$ cat config.mk
export PLATFORM = sky130hd
export DESIGN_NAME = grey6_rx_decode
export DESIGN_NICKNAME = d
export VERILOG_FILES = /design/src/rtl/grey6_rx_decode.sv
export SDC_FILE = /design/constraint.sdc
export NUM_CORES = 1
export LEC_CHECK = 0
export BUFFER_PORTS_ARGS = -buffer_cell sky130_fd_sc_hd__clkbuf_2
export CORE_ASPECT_RATIO = 1.4
export CORE_MARGIN = 8
export CORE_UTILIZATION = 50
export DETAILED_ROUTE_END_ITERATION = 8
export GPL_ROUTABILITY_DRIVEN = 0
export PLACE_DENSITY = 0.72
export SYNTH_ARGS = -nofsm -noshare
export SYNTH_HDL_FRONTEND = slang
export SYNTH_SLANG_ARGS = --single-unit
$ cat constraint.sdc
create_clock -name clk -period 4.3 [get_ports clk]
set_input_delay 0.43 -clock clk [delete_from_list [all_inputs] [get_ports clk]]
set_output_delay 0.43 -clock clk [all_outputs]
set_load 0.1 [all_outputs]
$ cat src/rtl/grey6_rx_decode.sv
// grey6_rx_decode: consumer of a 6-bit Gray-code counter from another clock domain.
// Synchronises grey_in into clk, converts it to binary and checks that each
// change is exactly +1 modulo 64. It emits one-cycle step/err pulses, a
// wrapping step count and an error count that saturates at 255.
//
// Ports:
//   clk      local clock
//   w_rst    synchronous active-high reset
//   grey_in  asynchronous Gray-coded count from upstream
//   bin      binary value of the last accepted sample (registered)
//   step     one-cycle pulse per legal +1 advance
//   err      one-cycle pulse per illegal transition while locked
//   locked   high while tracking a legal sequence
//   step_cnt step pulse count, wraps modulo 2^ACC_W
//   err_cnt  err pulse count, saturates at 255
//
// SYNC_STAGES legal range is 2..4.
module grey6_rx_decode #(
  parameter int unsigned SYNC_STAGES = 2,
  parameter int unsigned ACC_W       = 16
) (
  input  logic             clk,
  input  logic             w_rst,
  input  logic [5:0]       grey_in,
  output logic [5:0]       bin,
  output logic             step,
  output logic             err,
  output logic             locked,
  output logic [ACC_W-1:0] step_cnt,
  output logic [7:0]       err_cnt
);

  localparam int unsigned GW     = 6;
  localparam int unsigned FILL_W = 3;
  localparam int unsigned CNT_W  = 8;

  typedef enum logic [1:0] {
    ST_FILL    = 2'd0,
    ST_ACQUIRE = 2'd1,
    ST_LOCKED  = 2'd2
  } state_t;

  state_t                        state;
  logic [FILL_W-1:0]             fill_cnt;
  logic [SYNC_STAGES-1:0][GW-1:0] sync_q;
  logic [GW-1:0]                 g_s;
  logic [GW-1:0]                 b_s;
  logic [GW-1:0]                 prev_g;
  logic [GW-1:0]                 prev_b;
  logic [GW-1:0]                 g_diff;
  logic                          changed;
  logic                          legal;

  // Synchroniser chain; the oldest stage feeds the decoder.
  always_ff @(posedge clk) begin
    if (w_rst) begin
      sync_q <= '0;
    end else begin
      sync_q <= {sync_q[SYNC_STAGES-2:0], grey_in};
    end
  end

  assign g_s = sync_q[SYNC_STAGES-1];

  // Gray to binary: each binary bit is the XOR of all Gray bits at or above it.
  always_comb begin
    b_s       = '0;
    b_s[GW-1] = g_s[GW-1];
    for (int i = GW - 2; i >= 0; i--) begin
      b_s[i] = b_s[i+1] ^ g_s[i];
    end
  end

  // Legal step: single-bit Gray change whose binary value is prev+1 mod 64.
  assign g_diff  = g_s ^ prev_g;
  assign changed = |g_diff;
  assign legal   = changed && ($countones(g_diff) == 1) &&
                   (b_s == GW'(prev_b + GW'(1)));

  // Tracking state machine with registered outputs.
  always_ff @(posedge clk) begin
    if (w_rst) begin
      state    <= ST_FILL;
      fill_cnt <= '0;
      prev_g   <= '0;
      prev_b   <= '0;
      bin      <= '0;
      step     <= 1'b0;
      err      <= 1'b0;
      locked   <= 1'b0;
      step_cnt <= '0;
      err_cnt  <= '0;
    end else begin
      step <= 1'b0;
      err  <= 1'b0;
      case (state)
        // Wait for the synchroniser to hold a post-reset sample, then adopt it.
        ST_FILL: begin
          if (fill_cnt == FILL_W'(SYNC_STAGES)) begin
            prev_g <= g_s;
            prev_b <= b_s;
            bin    <= b_s;
            state  <= ST_ACQUIRE;
          end else begin
            fill_cnt <= fill_cnt + FILL_W'(1);
          end
        end
        ST_ACQUIRE: begin
          if (changed) begin
            prev_g <= g_s;
            prev_b <= b_s;
            bin    <= b_s;
            if (legal) begin
              step     <= 1'b1;
              step_cnt <= step_cnt + ACC_W'(1);
              locked   <= 1'b1;
              state    <= ST_LOCKED;
            end
          end
        end
        ST_LOCKED: begin
          if (changed) begin
            prev_g <= g_s;
            prev_b <= b_s;
            bin    <= b_s;
            if (legal) begin
              step     <= 1'b1;
              step_cnt <= step_cnt + ACC_W'(1);
            end else begin
              err    <= 1'b1;
              locked <= 1'b0;
              state  <= ST_ACQUIRE;
              if (err_cnt != {CNT_W{1'b1}}) begin
                err_cnt <= err_cnt + CNT_W'(1);
              end
            end
          end
        end
        default: begin
          state  <= ST_FILL;
          locked <= 1'b0;
        end
      endcase
    end
  end

endmodule

**After elaboration in Yosys (flattened, before gate mapping)**

Index checks and enable logic that the tools add are counted.

- Register bits: 56
- Bits of input ports: 8
- Output and inout port bits: 33
- Logic and storage cells: 77

- Muxes and demuxes: 19
- Reductions and logical operators: 14
- Add/subtract/negate cells: 9
- Equal/unequal tests: 12
- Bitwise gates (word level): 12

Operators with widths:

| cell | count |
|---|---|
| $mux 6 | 4 |
| $pmux 6 s2 | 2 |
| $add 16x1->16 const B | 1 |
| $mux 2 | 5 |
| $ne 2x2->1 const B | 5 |
| $reduce_and 5->1 | 2 |
| $add 8x1->8 const B | 1 |
| $ne 8x8->1 const B | 1 |
| $add 1x1->2 | 3 |
| $add 6x1->6 const B | 1 |
| $eq 6x6->1 | 1 |
| $mux 1 | 6 |
| $not 1->1 | 6 |
| $pmux 2 s3 | 1 |
| $reduce_and 3->1 | 2 |
| $reduce_or 3->1 | 2 |
| $reduce_or 6->1 | 1 |
| $xor 6x6->6 | 1 |
| $xor 1x1->1 | 5 |
| $add 3x2->4 | 1 |
| $eq 4x1->1 const B | 1 |
| $reduce_and 4->1 | 1 |
| $add 2x2->3 | 1 |
| $add 3x1->3 const B | 1 |
| 10 further kinds | 11 |

**Longest topological paths before layout**

- Depth after elaboration: 10
- Depth in mapped cells: 17
- Mapped depth without buffers: 14

**Worst setup path after synthesis**

Ideal clock, no wire load.

- Path kind: register -> register
- Start: register sync_q (netlist bit g_s[0])
- End: register step_cnt[15]
- Clock period less this slack: 4.069 ns
- Setup slack: 0.231 ns
- Library setup time: 0.071 ns
- Data required time: 4.229 ns
- Cell stages (with the launch flop): 17
- Buffers on the path: 2
- Arrival time: 3.999 ns
- Cells stage by stage: dfxtp_1 > xnor2_1 > inv_1 > fa_1 > inv_1 > fa_1 > inv_1 > ha_1 > inv_1 > fa_1 > nand4_1 > or3_1 > buf_2 > or4b_1 > buf_2 > or4_1 > a21oi_1

- Word-level cells in the longest chain between the ends: 8
- Elaborated cells on any way between the ends: 11
- Those cells by class: 3 x add/sub; 2 x eq/ne; 2 x bitwise; 4 x reduce/logical

RTL lines:

| element | line | text |
|---|---|---|
| start, declared | 45 | `logic [SYNC_STAGES-1:0][GW-1:0] sync_q;` |
| start signal, assigned | 59 | `sync_q <= {sync_q[SYNC_STAGES-2:0], grey_in};` |
| $xor 6x6->6 | 75 | `assign g_diff = g_s ^ prev_g;` |
| $add 1x1->2 (not written as such) | 77 | `assign legal = changed && ($countones(g_diff) == 1) &&` |
| $add 2x2->3 (not written as such) | 77 |  |
| $add 3x2->4 (not written as such) | 77 |  |
| $eq 4x1->1 | 77 |  |
| $logic_and 1x1->1 (2 in series) | 77 |  |
| $reduce_and 3->1 (no source line) (*) | - |  |
| end signal, assigned | 115 | `step_cnt <= step_cnt + ACC_W'(1);` |
| end signal, assigned | 128 | `step_cnt <= step_cnt + ACC_W'(1);` |
| end, declared | 29 | `output logic [ACC_W-1:0] step_cnt,` |

Mark *: on every way between the ends. The rest lies on a longest branch, timed or not.
A chain may end at the register's enable or synchronous reset.

**Worst setup path in the final report**

- Start: register prev_g[0]
- End: register step_cnt[15]

- Word-level cells in the longest chain between the ends: 8
- Elaborated cells on any way between the ends: 9
- Those cells by class: 3 x add/sub; 1 x eq/ne; 1 x bitwise; 4 x reduce/logical

RTL lines:

| element | line | text |
|---|---|---|
| start, declared | 48 | `logic [GW-1:0] prev_g;` |
| start signal, assigned | 100 | `prev_g <= g_s;` |
| start signal, assigned | 110 | `prev_g <= g_s;` |
| start signal, assigned | 123 | `prev_g <= g_s;` |
| $xor 6x6->6 (*) | 75 |  |
| $add 1x1->2 (not written as such) | 77 |  |
| $add 2x2->3 (not written as such) | 77 |  |
| $add 3x2->4 (not written as such) | 77 |  |
| $eq 4x1->1 | 77 |  |
| $logic_and 1x1->1 (2 in series) | 77 |  |
| $reduce_and 3->1 (no source line) (*) | - |  |

Marks and branches as above.

==> results.toml <==
[cts]
clock_latency_ns = 0.31
tritoncts = "yes"
cts_made_buffers = 5
cts.sinks = 55
cts-root-buf = "clkbuf_8"
htreeDepth = 2
clk_pin_slew_worst_paths_ns = 0.10
post_cts_buffers = 0
clock_path_buffers = 2

[min_path]
hold-path-cell-count = 2
hold_path.class = "in2reg"
min_from = "grey_in[3]"
whs_endpoint = "sync_q[3]$_SDFF_PP0_"

[global_routing]
antenna_found_initial = 0
grt_pass1_vias = 2196
grt_overflow = 0
grtUsageTotal_pct = 14.8
grt_max_degree = 58
grt_pass1_wl_mm = 9.87

[detailed_routing]
drt_pass1_iterations = 6
wire_per_inst_um = 13.9
vias = 2171
via_per_inst = 5.36
drc = 0
initialDrtViolationCount = 65
wl_mm = 5.63
ant_nets = 0

[worst_setup_path]
cp-end-kind = "flop"
critPathMaxStageDelay_ns = 0.54
reg2reg_to = "step_cnt[15]$_SDFFE_PP0P_"
reg2reg_depth = 14
crit_buf_inv = 4
ff2ff_setup_slack_ns = 0.26
worst-path-max-fanout = 3
crit_slowest_cell = "fa_1"
worstSetupPathType = "reg2reg"
r2r_start = "prev_g[0]$_SDFFE_PP0P_"
cp.required_ns = 4.52
arrival_ns = 4.26
crit_chain = "xnor2_2 -> inv_1 -> fa_1 -> inv_1 -> fa_1 -> inv_1 -> ha_1 -> inv_1 -> fa_1 -> nand4_1 -> or3_1 -> or4b_1 -> or4_1 -> a21oi_1"
crit_top_cell = "inv_1"
cp_top_family = "adder cells"
critPathLaunchType = "flop"

[die]
die-area_um2 = 8050
start_util_pct = 52.0
boundaryPins = 41
rows = 31
die_w_um = 78.1
core_um2 = 5200
die_h_um = 103

[sta]
period_needed_ns = 4.04
fmax_ghz = 0.248
clock_skew_ns = 0.00316
rsz0062_at_grt = "no"
period_share_pct = 93.9
hold_viol = 0
fin_setup_tns_ns = 0
finalMaxSlewViolations = 0
slew_headroom_pct = 19.0
finalSetupViolCount = 0
worst_pin_slew_ns = 1.21

[layout]
final_cell_mix = "dfxtp_1 (54), clkbuf_2 (40), nor2_1 (31), nand2_1 (19), a21oi_1 (18)"
layout_commonest_cell = "dfxtp_1"
drive_gt1_share_pct = 18.9
multi_input_area_um2 = 1500
final_nets = 360
area_growth_pct = 13.7
antennaDiodeCount = 0
fillers = 521
final-seq-area_um2 = 1100

[power_and_ir_drop]
max-vdd-ir-drop_mv = 0.242
power.density_nw_per_um2 = 481
p_leak_nw = 1.25
finalPower_w = 0.00148

[placed_design]
dp_hpwl_mm = 4.11
port_buffers = 40

[synthesis]
async_flop_share_pct = 0
synth_seq_cells = 55
ys_warn_count = 0
syn_inst = 300
synth-seq-area-share_pct = 40.7
syn_area_per_cell_um2 = 9.01
synth_cell_types = 43
yosys.area.top_type_share_pct = 40.7
synth_fp_nets = 322
synth_largest_area_cell = "dfxtp_1"
syn_area_um2 = 2700
synth_edf_count = 0
synth_flop_cell = "dfxtp_1"
synth_area_leaders = "dfxtp_1 (41%), ha_1 (5.1%), nor2_1 (4.3%)"

[run_status]
status = "complete, no violations"

[run]
max-cap-violations = 0
routing by layer:
| metal | vias to the layer above | global-route usage [%] | share of wire (%) |
|---|---|---|---|
| li1 | 1115 | - | - |
| met5 | - | 0 | 0 |
| met3 | 7 | 4.28 | 4.5 |
| met4 | 0 | 5.15 | 1.5 |
| met1 | 1014 | 16.5 | 44 |
| met2 | 35 | 26.0 | 50 |
timing repair:
action	4_1_cts	5_1_grt
hold buffers	0	0
endpoints found under the setup margin	0	6
gates resized for setup	0	2
through the flow:
step	cells	cell area, um2	hold slack, ns	worst slack (ns)	util, %
after CTS	405	3060	0.321	0.158	59.0
after detailed placement	397	2970	0.429	0.201	57.1
after global routing	405	3070	0.330	0.00642	59.1
final	405	3070	0.323	0.262	59.1
after global placement	397	2970	0.418	0.298	57.1
after floorplan	300	2700	0.414	0.231	-
report_power, final:
group / leakage, nW / switching (W) / internal (W)
clock: 0.0484 / 0.000169 / 0.000132
sequential: 0.448 / 0.0000478 / 0.000555
combinational: 0.756 / 0.000374 / 0.000201
cell usage after synthesis (all sizes together) (2+ instances only):
library cell / n
nor4b: 3
nor2b: 16
nand3: 12
nor4: 5
o31ai: 3
nor2: 31
clkbuf: 10
dfxtp: 55
xnor3: 2
or3: 10
a211oi: 6
mux2: 3
nand2: 19
xnor2: 9
xor2: 8
mux2i: 10
a21oi: 18
or4: 3
fa: 3
o21ai: 15
inv: 15
or2: 2
nand4: 2
and3: 4
nand4b: 4
ha: 11
buf: 4
nor3: 5
cells by family (layout without fill, tap and decap cells):
group           after synthesis  in the layout  share of synthesized area (%)
simple gates                118            118                           22.8
mux                          13             13                           4.95
flops                        55             55                           40.7
buf+inv                      29             68                           4.26
xor+xnor                     20             20                           8.38
fa+ha+maj                    14             14                           7.31
compound gates               51             51                           11.5
area by class of cell:
class                   instances  share of cell area, %
clock inverters                 1                  0.285
multi-input cells             216                   48.8
repair buffers                 45                   7.74
well taps                      66                   2.69
inverters                      15                   1.83
flip-flops and latches         55                   35.9
clock buffers                   7                   2.81
worst reg2reg max path, delay by kind of cell (launching register included):
family | cells | cell delay (ns)
fa+ha+maj | 4 | 1.57
simple gates | 4 | 1.46
flops | 1 | 0.34
buf+inv | 4 | 0.26
xor+xnor | 1 | 0.19
compound gates | 1 | 0.15
state kept, by name, indices dropped and copies added (netlist names), 2 cells and up:
signal    cells
fill_cnt      3
state         2
g_s           6
prev_g        6
step_cnt     16
err_cnt       8
sync_q        6
prev_b        5
worst max path at each step:
| stage | start | endpoint | slack, ns | cells after the start |
|---|---|---|---|---|
| 6_report | prev_g[0]$_SDFFE_PP0P_ | step_cnt[15]$_SDFFE_PP0P_ | 0.26 | 14 |
| 2_1_floorplan | g_s[0]$_SDFF_PP0_ | step_cnt[15]$_SDFFE_PP0P_ | 0.23 | 16 |
| 3_3_place_gp | g_s[0]$_SDFF_PP0_ | step_cnt[3]$_SDFFE_PP0P_ | 0.30 | 15 |
| 4_1_cts | g_s[0]$_SDFF_PP0_ | step_cnt[15]$_SDFFE_PP0P_ | 0.16 | 14 |
| 5_1_grt | g_s[1]$_SDFF_PP0_ | step_cnt[4]$_SDFFE_PP0P_ | 0.006 | 14 |
| 3_5_place_dp | g_s[0]$_SDFF_PP0_ | step_cnt[15]$_SDFFE_PP0P_ | 0.20 | 14 |
No activity file was read; power rests on OpenSTA's default activity.
